### config.mk
export PLATFORM = sky130hd
export DESIGN_NAME = vga_scanout
export DESIGN_NICKNAME = d
export VERILOG_FILES = /design/src/rtl/vga_scanout.sv
export SDC_FILE = /design/constraint.sdc
export NUM_CORES = 1
export LEC_CHECK = 0
export CAP_MARGIN = 20
export CORE_ASPECT_RATIO = 0.9
export CORE_MARGIN = 10
export CORE_UTILIZATION = 50
export DETAILED_ROUTE_END_ITERATION = 8
export MAX_ROUTING_LAYER = met4
export PLACE_DENSITY_LB_ADDON = 0.08
export SYNTH_ARGS = -nofsm -noshare
export SYNTH_HDL_FRONTEND = slang
export SYNTH_SLANG_ARGS = --single-unit
### constraint.sdc
create_clock -name Clock -period 5.8 [get_ports Clock]
set_input_delay 1.16 -clock Clock [delete_from_list [all_inputs] [get_ports Clock]]
set_output_delay 1.16 -clock Clock [all_outputs]
set_load 0.1 [all_outputs]
### src/rtl/vga_scanout.sv
// 640x480@60 raster scanner for the 160x120 3-bit framebuffer; each logical pixel is shown as a 4x4 block.
// Optional build macro VGA_SCANOUT_BORDER_EN forces the outermost logical rows/columns to white.
module vga_scanout #(
  parameter int H_VISIBLE = 640,
  parameter int H_FRONT   = 16,
  parameter int H_SYNC    = 96,
  parameter int H_BACK    = 48,
  parameter int V_VISIBLE = 480,
  parameter int V_FRONT   = 10,
  parameter int V_SYNC    = 2,
  parameter int V_BACK    = 33
) (
  input  logic        Clock,
  input  logic        Resetn,
  output logic [14:0] rd_addr,
  input  logic [2:0]  rd_data,
  output logic        frame_start,
  output logic [7:0]  VGA_R,
  output logic [7:0]  VGA_G,
  output logic [7:0]  VGA_B,
  output logic        VGA_HS,
  output logic        VGA_VS,
  output logic        VGA_BLANK_N,
  output logic        VGA_SYNC_N,
  output logic        VGA_CLK
);

  localparam int H_TOTAL = H_VISIBLE + H_FRONT + H_SYNC + H_BACK;
  localparam int V_TOTAL = V_VISIBLE + V_FRONT + V_SYNC + V_BACK;

  localparam logic [9:0] H_LAST   = 10'(H_TOTAL - 1);
  localparam logic [9:0] V_LAST   = 10'(V_TOTAL - 1);
  localparam logic [9:0] H_VIS    = 10'(H_VISIBLE);
  localparam logic [9:0] V_VIS    = 10'(V_VISIBLE);
  localparam logic [9:0] HS_START = 10'(H_VISIBLE + H_FRONT);
  localparam logic [9:0] HS_END   = 10'(H_VISIBLE + H_FRONT + H_SYNC);
  localparam logic [9:0] VS_START = 10'(V_VISIBLE + V_FRONT);
  localparam logic [9:0] VS_END   = 10'(V_VISIBLE + V_FRONT + V_SYNC);

  // y*160 + x built from shifts so no multiplier is inferred
  function automatic logic [14:0] pix_addr(input logic [7:0] px, input logic [6:0] py);
    logic [14:0] yw;
    yw = {8'd0, py};
    return (yw << 7) + (yw << 5) + {7'd0, px};
  endfunction

  function automatic logic [7:0] expand(input logic bit_in);
    return {8{bit_in}};
  endfunction

  logic       ph;
  logic       tick;
  logic [9:0] h;
  logic [9:0] v;
  logic [7:0] x;
  logic [6:0] y;
  logic       vis;
  logic       hs_n;
  logic       vs_n;

  assign tick = ph;
  assign x    = h[9:2];
  assign y    = v[8:2];
  assign vis  = (h < H_VIS) && (v < V_VIS);
  assign hs_n = !((h >= HS_START) && (h < HS_END));
  assign vs_n = !((v >= VS_START) && (v < VS_END));

  always_ff @(posedge Clock) begin
    if (!Resetn) begin
      ph <= 1'b0;
      h  <= '0;
      v  <= '0;
    end else begin
      ph <= ~ph;
      if (tick) begin
        if (h == H_LAST) begin
          h <= '0;
          v <= (v == V_LAST) ? '0 : v + 10'd1;
        end else begin
          h <= h + 10'd1;
        end
      end
    end
  end

  always_ff @(posedge Clock) begin
    if (!Resetn)
      frame_start <= 1'b0;
    else
      frame_start <= tick && (h == H_LAST) && (v == V_LAST);
  end

  // ---- stage p0: RAM address launch and delayed raster flags ----
  logic vld_p0;
  logic hs_p0;
  logic vs_p0;

  always_ff @(posedge Clock) begin
    if (!Resetn) begin
      rd_addr <= '0;
      vld_p0  <= 1'b0;
      hs_p0   <= 1'b1;
      vs_p0   <= 1'b1;
    end else if (tick) begin
      rd_addr <= vis ? pix_addr(x, y) : '0;
      vld_p0  <= vis;
      hs_p0   <= hs_n;
      vs_p0   <= vs_n;
    end
  end

  logic [2:0] pix;

`ifdef VGA_SCANOUT_BORDER_EN
  logic border_p0;

  always_ff @(posedge Clock) begin
    if (!Resetn)
      border_p0 <= 1'b0;
    else if (tick)
      border_p0 <= (x == 8'd0) || (x == 8'd159) || (y == 7'd0) || (y == 7'd119);
  end

  assign pix = border_p0 ? 3'b111 : rd_data;
`else
  assign pix = rd_data;
`endif

  // ---- stage p1: pin registers; rd_data has settled during the non-tick edge ----
  logic [7:0] r_p1;
  logic [7:0] g_p1;
  logic [7:0] b_p1;
  logic       hs_p1;
  logic       vs_p1;
  logic       vld_p1;

  always_ff @(posedge Clock) begin
    if (!Resetn) begin
      r_p1   <= '0;
      g_p1   <= '0;
      b_p1   <= '0;
      hs_p1  <= 1'b1;
      vs_p1  <= 1'b1;
      vld_p1 <= 1'b0;
    end else if (tick) begin
      r_p1   <= vld_p0 ? expand(pix[2]) : 8'h00;
      g_p1   <= vld_p0 ? expand(pix[1]) : 8'h00;
      b_p1   <= vld_p0 ? expand(pix[0]) : 8'h00;
      hs_p1  <= hs_p0;
      vs_p1  <= vs_p0;
      vld_p1 <= vld_p0;
    end
  end

  assign VGA_R       = r_p1;
  assign VGA_G       = g_p1;
  assign VGA_B       = b_p1;
  assign VGA_HS      = hs_p1;
  assign VGA_VS      = vs_p1;
  assign VGA_BLANK_N = vld_p1;
  assign VGA_SYNC_N  = 1'b0;
  // pins update when ph goes 1->0, so the DAC's rising edge lands mid-pixel
  assign VGA_CLK     = ph;

endmodule

==> metrics.txt, run 1 <==
status=completed; gpl congestion=~0.83; Buf+Inv Stages, Crit Path=1; # fillers=448; HPWL after DPL=approximately 4.0 mm; Worst slew margin=approximately 34%; GRT Total Usage=a little over an eighth; most frequent cell after synthesis=dfxtp_1; Distinct cells, synth=50; CP Cell Sequence=clkdlybuf4s50_1; Crit. End Element=output pin; hold slack=about 0.46 ns; pwr dens=~200 nW/µm²; Die Y=~87 µm; Final setup viols=0; Comb pwr share=between 10% and 20%; CP required=about 4.6 ns; CTS tree=built; VDD IR-drop max=roughly 0.12 mV; Max H-tree Level=2; Crit Path Category=reg2out; routed len/inst=14.5 µm; n_diodes=0; number of synthesized flops with an enable pin=0; post-CTS sizing=0; gr ovfl total=0; Layout Skew=0.00605 ns; clock root buffer master=clkbuf_8; total CTS buffers=5; setup repair bufs after CTS=0; commonest cells in the netlist=46 x dfxtp_1, 25 x buf_4, 22 x nor2_1, 17 x ha_1, 17 x nand2_1; Routed Antenna Nets=0; slowest stage delay, CP=between 1 and 1.5 ns; Max clock buf depth=2; Pre-antenna DRT Iters=4; post-synth top area share=a little under two fifths; layout cells sized above 1=between 8 and 9%; Storage cell area=roughly 920 µm²; synthesized area per cell=9.09 µm²; RSZ-0062 raised after global routing=false; cts hold-fix bufs=0; internal cell power=between 0.4 and 0.5 mW; synthesized net count=around 300; pin count of the biggest net entering global routing=20; final worst-path cycle share=a little over half; initial antenna violation count=0; min Tclk post-route=a little over 3 ns; Clk Latency, worst-skew pair=approximately 0.3 ns; sequential group share of total power=54.9%; crit path max fanout=9; Slew Viols, Final=0; Initial Utilization=about 51%; Pleak=around 1.1 nW; switching share of power=28.4%; flops & latches, synth=46; Net Sw Power=between 0.15 and 0.2 mW; Core Region=roughly 4800 µm²; synth top area cells=dfxtp_1 37%, ha_1 8.6%, buf_4 7.6%, nor2_1 3.4%, a21oi_1 2.8%; Hold Crit Class=reg2reg; number of global-route vias before repair=around 1800; Final Hold Vio Count=0; CP max stage cell=clkdlybuf4s50_1; Total Wirelength=roughly 5.3 mm; 1st-iter DRT viols=between 100 and 150; DIE AREA=~8100 µm²; number of placed I/O pins=50; Area Growth Syn to Fin=18.7%; first-pass GRT wire length=around 8.7 mm; Clk pwr share=about 33%; num rows=24; synthesized instance count=271; number of I/O port buffers=48; Worst-path clk slew=about 0.08 ns; Via density=around 5.4; Final Power=0.587 mW; dominant synthesized flop cell=dfxtp_1; Async S/R FF share, synth=0%; Multi-input gate area=about 1300 µm²; DRC=0; CP Launch Type=register; Max Cap Viol=0; leading area contributor after synthesis=dfxtp_1; post-synthesis sequential area ratio=between 30% and 40%; CP arrival=1.96 ns; Peak Freq=321 MHz; CTS Sinks=46; Yosys warning count=0; Top Family by Delay on Critical Path=buffers and inverters; Nets=approximately 320; Setup TNS=0 ns; die span in x=94.0 µm; detailed-route via count=roughly 2000; Mapped Area=between 2000 and 2500 µm²; Slew @ Worst Pin=just under 1 ns
==> flip-flops by register name, indices dropped and copies added (netlist names) <==
name and count:
VGA_B 1, frame_start 1, h 10, VGA_HS 1, vs_p0 1, rd_addr 15
VGA_R 1, v 10, vld_p0 1, VGA_CLK 1, VGA_BLANK_N 1, hs_p0 1
VGA_VS 1, VGA_G 1
==> cells in the final DEF (no fill, tap or decap), types with 3 or more instances in the layout <==
master	instances
dfxtp_1	46
xor2_1	6
o21a_1	3
or2_2	3
or3_1	3
o211ai_1	3
xnor2_1	8
clkbuf_8	5
nand2b_1	5
nor4_1	5
nand3_1	10
o21ai_0	9
nor3_1	4
nor2_1	22
a22o_1	8
mux2i_1	4
clkdlybuf4s50_1	48
ha_1	17
a21oi_1	14
inv_1	15
buf_4	3
nand2_1	17
nand4_1	6
and4_1	3
==> worst paths after layout <==
check	startpoint	endpoint	slack [ns]	depth (start not counted)
worst max-delay path	VGA_R[6]$_SDFFE_PN0P_	VGA_R[6]	2.68	1
worst min register to register	rd_addr[9]$_SDFFE_PN0P_	rd_addr[9]$_SDFFE_PN0P_	0.46	2
worst max register to register	v[2]$_SDFFE_PN0P_	rd_addr[13]$_SDFFE_PN0P_	3.30	8
worst min-delay path	rd_addr[9]$_SDFFE_PN0P_	rd_addr[9]$_SDFFE_PN0P_	0.46	2
==> through the flow <==
step                setup slack, ns  instances  util (%)  cell area [µm²]
detailed placement             2.33        355      58.8             2830
floorplan                      3.16        271         -             2460
finish                         2.68        364      60.9             2920
CTS                            2.61        363      60.7             2920
global placement               2.43        355      58.8             2830
global route                   2.61        364      60.9             2920
==> layout make-up <==
type                    instances  share of cell area, %
clock buffers                   5                   2.35
clock inverters                 3                  0.727
inverters                      15                   1.93
multi-input cells             179                   43.5
flip-flops and latches         46                   31.5
well taps                      65                   2.78
repair buffers                 51                   17.2
==> kinds of logic after synthesis <==
kind of cell | after synthesis | share of synthesized area [%]
xor gates and xnor gates | 14 | 4.98
buffers and inverters | 46 | 11.0
and+or+nand+nor | 93 | 21.4
other | 1 | 0.152
DFF | 46 | 37.4
muxes | 4 | 1.63
AOI/OAI and AO/OA | 48 | 13.2
adders and majority gates | 19 | 10.3
==> power by group through the flow <==
stage                     combinational [mW]  sequential (mW)  clock [mW]
final                                 0.0719            0.322       0.192
after global routing                  0.0750            0.323       0.215
after CTS                             0.0719            0.323       0.200
after detailed placement              0.0716            0.330           0
after global placement                0.0714            0.330           0
after floorplan                       0.0513            0.339           0
==> per-layer routing <==
layer / GRT usage, % / routed length [µm]
met1: 17.5 / 2630
met4: 3.31 / 42
met5: - / 0
met2: 18.9 / 2230
met3: 4.06 / 371
No activity file was read; power rests on OpenSTA's default activity.
==> inputs of run 2 (changes only) <==
CORE_UTILIZATION = 46   (was 50)
clock period = 2.68 ns   (was 5.8 ns; I/O delays follow)
==> run 2 against run 1 <==
Non-clock buffer count grew 5; total power grew 130%; design area shrank 1.6%; first-iteration DRC count shrank 46%; utilization shrank 5.8 points; sequential cell count is the same; critical path depth grew 6; routed wire length grew 2.9%; combinational power grew 120%; highest routed layer unchanged.
==> metrics.txt, run 2 (synthesis results as in run 1) <==
Crit Path Category=reg2reg (was reg2out); post-CTS sizing=0 (unchanged); Slew Viols, Final=0 (unchanged); Max Cap Viol=0 (unchanged); routed wl met2=2.25 mm (was 2.23 mm); pwr dens=479 nW/µm² (was 201 nW/µm²); r2r worst-path depth=7 (was 8); detailed-route via count=1961 (was 1948); die span in x=97.1 µm (was 94.0 µm); most common cell after layout, fill and taps aside=buf_4 (was clkdlybuf4s50_1); number of I/O port buffers=48 (unchanged); Max Used Layer=met4 (unchanged); DIE AREA=8690 µm² (was 8140 µm²); Pleak=1.25 nW (was 1.14 nW); post-route cell area=2880 µm² (was 2920 µm²); cts hold-fix bufs=0 (unchanged); Routed Antenna Nets=0 (unchanged); num rows=25 (was 24); CP required=2.87 ns (was 4.64 ns); Layout Skew=0.00584 ns (was 0.00605 ns); Max H-tree Level=2 (unchanged); CTS tree=built (unchanged); Nets=327 (was 322); Core Region=5220 µm² (was 4800 µm²); pin count of the biggest net entering global routing=16 (was 20); CP Launch Type=register (unchanged); commonest non-fill, non-tap cells in the layout=52 x buf_4, 46 x dfxtp_1, 22 x nor2_1 (was 48 x clkdlybuf4s50_1, 46 x dfxtp_1, 22 x nor2_1); GRT Total Usage=12.6% (was 13.2%); min Tclk post-route=roughly 2.4 ns; Peak Freq=between 400 and 500 MHz; crit path max fanout=7 (was 9); Biggest register=rd_addr (unchanged); HPWL after DPL=4.19 mm (was 4.03 mm); Setup WS pre-CTS=0.316 ns (was 2.33 ns); initial antenna violation count=0 (unchanged); Pre-antenna DRT Iters=4 (unchanged); Crit. End Element=register (was output pin); Clk Latency, worst-skew pair=0.30 ns (about the same); # fillers=501 (was 448); clock root buffer master=clkbuf_8 (unchanged); Slew @ Worst Pin=0.601 ns (was 0.990 ns); number of global-route vias before repair=1791 (was 1811); gr ovfl total=0 (unchanged); VDD IR-drop max=0.335 mV (was 0.123 mV); Max clock buf depth=2 (unchanged); Final setup viols=0 (unchanged); Total Wirelength=5.42 mm (was 5.27 mm); Worst-path clk slew=0.09 ns (was 0.08 ns); met3 wire len=323 µm (was 371 µm); CTS Sinks=46 (unchanged); routed len/inst=14.6 µm (was 14.5 µm); Area Growth Syn to Fin=16.8% (was 18.7%); area post-placement=2760 µm² (was 2830 µm²); total CTS buffers=5 (unchanged); Die Y=89.4 µm (was 86.6 µm); placed insts=363 (was 355); setup repair bufs after CTS=0 (unchanged); DRC=0 (unchanged); worst hold path startpoint=hs_p0$_SDFFE_PN1P_ (was rd_addr[9]$_SDFFE_PN0P_); CP arrival=2.60 ns (was 1.96 ns); gpl congestion=0.825 (was 0.831); final worst-path cycle share=around nine tenths; layout cells sized above 1=24.7% (was 8.70%); worst r2r dst=rd_addr[12]$_SDFFE_PN0P_ (was rd_addr[13]$_SDFFE_PN0P_); Setup TNS=0 ns (unchanged); M1 WL=2.80 mm (was 2.63 mm); final worst slack=0.270 ns (was 2.68 ns); Via density=5.29 (was 5.35); Worst slew margin=59.5% (was 33.8%); RSZ-0062 raised after global routing=false (unchanged); Top Registers=rd_addr: 15 flops, h: 10 flops, v: 10 flops (unchanged); fin util=55.1% (was 60.9%); Hold Crit Class=reg2reg (unchanged); Final Hold Vio Count=0 (unchanged); first-pass GRT wire length=8.80 mm (was 8.67 mm); max FFs per register=15 (unchanged); status=completed (unchanged); reg2reg start=v[2]$_SDFFE_PN0P_ (unchanged); Initial Utilization=47.2% (was 51.3%); non-filler cells, final=371 (was 364); n_diodes=0 (unchanged); Hold Path Depth=2 (unchanged); 1st-iter DRT viols=56 (was 103); number of placed I/O pins=50 (unchanged); flop2flop setup slack=0.27 ns (was 3.30 ns); Hold EP=hs_p0$_SDFFE_PN1P_ (was rd_addr[9]$_SDFFE_PN0P_)
-- run 2: worst max-delay path by stage --
stage                             from                  endpoint  slack, ns
CTS                  v[2]$_SDFFE_PN0P_  rd_addr[12]$_SDFFE_PN0P_       0.28
floorplan           VGA_CLK$_SDFF_PN0_         v[7]$_SDFFE_PN0P_       0.26
detailed placement   v[2]$_SDFFE_PN0P_  rd_addr[12]$_SDFFE_PN0P_       0.32
global placement     v[2]$_SDFFE_PN0P_  rd_addr[12]$_SDFFE_PN0P_       0.36
global route         v[2]$_SDFFE_PN0P_  rd_addr[14]$_SDFFE_PN0P_       0.12
finish               v[2]$_SDFFE_PN0P_  rd_addr[12]$_SDFFE_PN0P_       0.27
-- run 2: final cells by class --
type	instances	area, µm²	area share [%]
inverters	15	56.3	1.96
clock buffers	5	68.8	2.39
flip-flops and latches	46	921	32.0
well taps	67	83.8	2.91
multi-input cells	179	1270	44.2
repair buffers	56	430	15.0
clock inverters	3	45.0	1.57
-- run 2: worst max-delay path, stage by stage, from the launching register on --
cell,delay (ns)
dfxtp_1,0.47
inv_1,0.13
fa_1,0.52
fa_1,0.49
nand2b_1,0.18
a21oi_1,0.22
o21a_1,0.20
o211ai_1,0.10
-- run 2: where the power goes --
group	total [mW]	switching [mW]	internal, mW
clock	0.521	0.244	0.277
combinational	0.155	0.118	0.0375
sequential	0.702	0.0117	0.690
total	1.38	0.373	1.00
-- run 2: per-layer routing --
layer | GRT usage [%] | vias to the layer above
met5 | - | -
met1 | 16.0 | 912
met4 | 3.61 | 0
li1 | - | 1000
met2 | 18.4 | 45
met3 | 4.48 | 4
-- run 2: through the flow --
stage	total power, mW	hold slack [ns]
floorplan	0.845	0.425
global placement	0.874	0.442
detailed placement	0.875	0.443
CTS	1.40	0.457
global route	1.43	0.477
finish	1.38	0.455
